`src/rtl/spi_reg_arbiter.sv`:
```
// Round-robin write arbiter and commit controller for the config register bank.
// Shares reg0..reg4 between the SPI write port (A) and the config sequencer (B).
//
// Ports:
//   clk, rst            system clock, synchronous active-high reset
//   a_req/a_addr/a_data port A write request, held until a_gnt
//   a_gnt               one-cycle grant pulse to port A
//   b_req/b_addr/b_data port B write request, held until b_gnt
//   b_gnt               one-cycle grant pulse to port B
//   err_clr             clears err_flag and err_cnt
//   reg_out0..reg_out4  committed register contents
//   wr_stb              one-cycle pulse when a valid write commits
//   wr_addr             address of the current grant
//   err_flag            sticky rejected-write flag
//   err_cnt             saturating rejected-write count
module spi_reg_arbiter #(
    parameter int NUM_REGS  = 5,
    parameter int ADDR_W    = 7,
    parameter int DATA_W    = 8,
    parameter int ERR_CNT_W = 4
) (
    input  logic                 clk,
    input  logic                 rst,

    input  logic                 a_req,
    input  logic [ADDR_W-1:0]    a_addr,
    input  logic [DATA_W-1:0]    a_data,
    output logic                 a_gnt,

    input  logic                 b_req,
    input  logic [ADDR_W-1:0]    b_addr,
    input  logic [DATA_W-1:0]    b_data,
    output logic                 b_gnt,

    input  logic                 err_clr,

    output logic [DATA_W-1:0]    reg_out0,
    output logic [DATA_W-1:0]    reg_out1,
    output logic [DATA_W-1:0]    reg_out2,
    output logic [DATA_W-1:0]    reg_out3,
    output logic [DATA_W-1:0]    reg_out4,

    output logic                 wr_stb,
    output logic [ADDR_W-1:0]    wr_addr,
    output logic                 err_flag,
    output logic [ERR_CNT_W-1:0] err_cnt
);

    typedef enum logic {
        IDLE   = 1'b0,
        COMMIT = 1'b1
    } state_t;

    localparam logic [ADDR_W-1:0] ADDR_LIMIT = ADDR_W'(NUM_REGS);

    state_t              state_q;
    state_t              state_d;

    // rr_q: 0 = port A has priority on a tie, 1 = port B
    logic                rr_q;
    // win_q: port that owns the latched request (0 = A, 1 = B)
    logic                win_q;
    logic [ADDR_W-1:0]   addr_q;
    logic [DATA_W-1:0]   data_q;
    logic [DATA_W-1:0]   regs_q [NUM_REGS];

    logic                take;
    logic                sel_b;
    logic                reject;
    logic                in_range;

    assign in_range = (addr_q < ADDR_LIMIT);

    always_comb begin
        state_d = state_q;
        take    = 1'b0;
        sel_b   = 1'b0;
        a_gnt   = 1'b0;
        b_gnt   = 1'b0;
        wr_stb  = 1'b0;
        reject  = 1'b0;

        unique case (state_q)
            IDLE: begin
                if (a_req || b_req) begin
                    take    = 1'b1;
                    // B wins when alone, or on a tie when it holds priority
                    sel_b   = b_req && (!a_req || rr_q);
                    state_d = COMMIT;
                end
            end
            COMMIT: begin
                a_gnt   = !win_q;
                b_gnt   = win_q;
                wr_stb  = in_range;
                reject  = !in_range;
                state_d = IDLE;
            end
        endcase

        // Reset landing on a COMMIT cycle kills the grant and the write
        if (rst) begin
            a_gnt  = 1'b0;
            b_gnt  = 1'b0;
            wr_stb = 1'b0;
            reject = 1'b0;
        end
    end

    always_ff @(posedge clk) begin
        if (rst) begin
            state_q <= IDLE;
            rr_q    <= 1'b0;
            win_q   <= 1'b0;
            addr_q  <= '0;
            data_q  <= '0;
        end else begin
            state_q <= state_d;
            if (take) begin
                win_q  <= sel_b;
                rr_q   <= ~sel_b;
                addr_q <= sel_b ? b_addr : a_addr;
                data_q <= sel_b ? b_data : a_data;
            end
        end
    end

    always_ff @(posedge clk) begin
        if (rst) begin
            for (int i = 0; i < NUM_REGS; i++) begin
                regs_q[i] <= '0;
            end
        end else if (wr_stb) begin
            for (int i = 0; i < NUM_REGS; i++) begin
                if (addr_q == ADDR_W'(i)) begin
                    regs_q[i] <= data_q;
                end
            end
        end
    end

    // A clear coinciding with a rejection counts that rejection afresh
    always_ff @(posedge clk) begin
        if (rst) begin
            err_flag <= 1'b0;
            err_cnt  <= '0;
        end else if (reject) begin
            err_flag <= 1'b1;
            if (err_clr) begin
                err_cnt <= ERR_CNT_W'(1);
            end else if (err_cnt != '1) begin
                err_cnt <= err_cnt + 1'b1;
            end
        end else if (err_clr) begin
            err_flag <= 1'b0;
            err_cnt  <= '0;
        end
    end

    assign wr_addr  = addr_q;
    assign reg_out0 = regs_q[0];
    assign reg_out1 = regs_q[1];
    assign reg_out2 = regs_q[2];
    assign reg_out3 = regs_q[3];
    assign reg_out4 = regs_q[4];

endmodule

```
`config.mk`:
```
export PLATFORM = sky130hd
export DESIGN_NAME = spi_reg_arbiter
export DESIGN_NICKNAME = d
export VERILOG_FILES = /design/src/rtl/spi_reg_arbiter.sv
export SDC_FILE = /design/constraint.sdc
export NUM_CORES = 1
export LEC_CHECK = 0
export BUFFER_PORTS_ARGS = -buffer_cell sky130_fd_sc_hd__buf_2
export CORE_UTILIZATION = 50
export DETAILED_ROUTE_END_ITERATION = 12
export GPL_TIMING_DRIVEN = 1
export PLACE_DENSITY = 0.84
export SETUP_SLACK_MARGIN = 0.02
export SYNTH_ARGS = -nofsm -noshare
export SYNTH_HDL_FRONTEND = slang
export SYNTH_SLANG_ARGS = --single-unit
```
`constraint.sdc`:
```
create_clock -name clk -period 4.98 [get_ports clk]
set_input_delay 0.747 -clock clk [delete_from_list [all_inputs] [get_ports clk]]
set_output_delay 0.747 -clock clk [all_outputs]
set_load 0.005 [all_outputs]
```
==> reports/qor.yml <==
worstPathArrival_ns: 1.74
antenna_cells: 0
crit_required_ns: 4.23
min_path_type: "reg2reg"
rrSetupSlack_ns: 2.80
cap_violations: 0
setup_tns_ns: 0
h-tree-depth: 3
grt_pass1_vias: 1523
hold-path-endpoint: "err_flag"
hp-start: "err_flag"
clock_skew_ns: 0.005718
status: "finished, violations left"
slowest_stage: "nor3_4"
synth_nets: 210
portBuffers: 89
start_util: 0.5352
yosys.area.top_type: "edfxtp_1"
ys_seq_area_frac: 0.6938
worstReg2RegEnd: "regs_q[0][12]"
ctsLongestPathBuffers: 2
yosysWarningCount: 0
cts_sinks: 63
ys.flop_type: "edfxtp_1"
synth_common_cells: "edfxtp_1, dfxtp_1, nor2_1"
drtPass1Iterations: 10
grt_pass1_wl_microns: 7300
drcViolationCount: 8
grt_antenna_before_repair: 0
wirelength_microns: 4607
postCtsSetupRepairBufs: 0
nNetsFinal: 304
cp_num_buf_inv: 2
crit_family: "simple AND/OR/NAND/NOR gates"
path_clk_slew_ns: 0.07
slowest_delay_ns: 0.31
clock_latency_ns: 0.32
grt_max_degree: 30
syn_to_final_growth_pct: 28.16
gp_congestion: 0.7975
dieArea_sq_um: 5070
vias: 1682
finalSetupViolCount: 0
syn_area_sq_um: 2395
finalCriticalPeriod_ns: 2.491
cts_root_buf: "clkbuf_8"
io_pins: 90
violations: "design-rule violations"
drtIter0Drc: 111
postCtsResizedCells: 0
finalCritPeriodShare: 0.5003
peakVddDrop_v: 0.0001942
cts_hold_buf: 0
final_max_slew_viol_count: 0
drive_gt1_frac: 0.4139
cp-end-kind: "primary output"
synthCells: 174
worst_setup_path_start_kind: "primary input"
crit_fanout: 29
hold_viol_final: 0
tightest_slew_ns: 1.002
yosysUniqueCellTypes: 36
yosys.cell_count.top_type: "edfxtp_1"
grt_overflow: 0
path_class: "in2out"
max-slew-margin-rel: 0.3310
die_w_microns: 71.21
utilization: 0.6860
cts_buffers: 9
ff2ff_path_depth: 4
synth_area_leaders: "edfxtp_1, dfxtp_1, mux2i_1"
wl_per_cell_microns: 14.18
crit_path_cell_trace: "buf_2 > nand2b_4 > nor3_4 > buf_2"
grtUsageTotal: 0.1949
coreArea_sq_um: 4474
fillers: 314
antenna_left: 0
p_leak_nw: 1.348
chipHeight_microns: 71.21
vias_per_cell: 5.175
cts_tree: "done"
synthArstFlopShare: 0
holdPathStages: 2
rows: 24
r2r-start: "wr_addr[3]"
syn_area_per_cell_sq_um: 13.76
power_density_nw_per_um2: 367.9
path_common_cell: "buf_2"
synth_enable_flop_cells: 40
grt_setup_unrepaired: "false"
yosysTopAreaCellShare: 0.5016
hpwl_microns: 3307
ys_seq_elements: 63
power_mw: 1.129
clock.fmax_ghz: 0.4014
## layer usage
layer / global-route usage / part of all wire / wire length (microns) / up-vias
met1: 0.2348 / 0.45 / 2088 / 763
met4: 0.1000 / 0.015 / 70 / 0
li1: - / - / - / 841
met5: 0 / 0 / 0 / -
met2: 0.3259 / 0.48 / 2217 / 72
met3: 0.04701 / 0.050 / 231 / 6
## how the worst max path moves through the flow
| stage | endpoint | from | depth (start not counted) |
|---|---|---|---|
| 6_report | wr_stb | rst | 4 |
| 3_5_place_dp | regs_q[0][14] | rst | 5 |
| 4_1_cts | wr_stb | rst | 4 |
| 3_3_place_gp | regs_q[0][12] | rst | 5 |
| 5_1_grt | wr_stb | rst | 4 |
| 2_1_floorplan | regs_q[0][10] | rst | 4 |
## tightest hold or removal path, stage by stage, from the launching register on
cell and delay (ns):
dfxtp_1 0.32, nand2_1 0.06, o21ai_0 0.06
## placed cells by master (no fill, tap or decap), types with 2 or more instances in the layout
cell and count:
mux2i_1 14, edfxtp_1 40, o21ai_0 3, nor2b_1 2, a211oi_1 12, nor3_1 3
a22oi_1 3, nor2_1 22, clkbuf_8 9, clkinv_2 3, inv_1 2, buf_2 89
nand3b_1 3, dfxtp_1 23, a21oi_1 6, a31o_1 3, nand2_1 4, and2_1 8
o21bai_1 2
## where the power goes
part / switching (mW) / leakage [nW] / internal, mW
logic: 0.0598 / 0.648 / 0.0517
registers: 0.0189 / 0.604 / 0.585
clock network: 0.184 / 0.0960 / 0.229
## area by class of cell
class                           instances  area (sq um)  share of cell area
Sequential cell                        63          1662              0.5414
Multi-Input combinational cell        102         693.2              0.2258
Timing Repair Buffer                   90         452.9              0.1476
Clock buffer                           10         127.6             0.04158
Tap cell                               52         65.06             0.02120
Clock inverter                          6         61.31             0.01998
Inverter                                2         7.507            0.002446
## metrics by stage
| stage | instance area, sq um | worst slack, ns | cells | hold WS (ns) |
|---|---|---|---|---|
| final | 3069 | 2.489 | 325 | 0.4840 |
| after global routing | 3069 | 2.401 | 325 | 0.5052 |
| after global placement | 2880 | 2.493 | 309 | 0.4620 |
| after CTS | 3069 | 2.477 | 325 | 0.4820 |
| after detailed placement | 2880 | 2.403 | 309 | 0.4630 |
| after floorplan | 2395 | 2.952 | 174 | 0.4487 |
## logic make-up after synthesis
kind of cell / Yosys count / synth area share
AO/OA/AOI/OAI: 34 / 0.1008
adder cells (fa/ha/maj): 1 / 0.005224
buffers and inverters: 9 / 0.01672
flip-flops: 63 / 0.6938
multiplexers: 14 / 0.05851
AND/OR/NAND/NOR: 53 / 0.1249
## state kept, by name, summed over array words and instances (netlist names)
register / cells
wr_addr: 7
state_q: 1
data_q: 8
win_q: 1
err_cnt: 4
rr_q: 1
err_flag: 1
regs_q: 40
(Power assumes the default switching activity.)
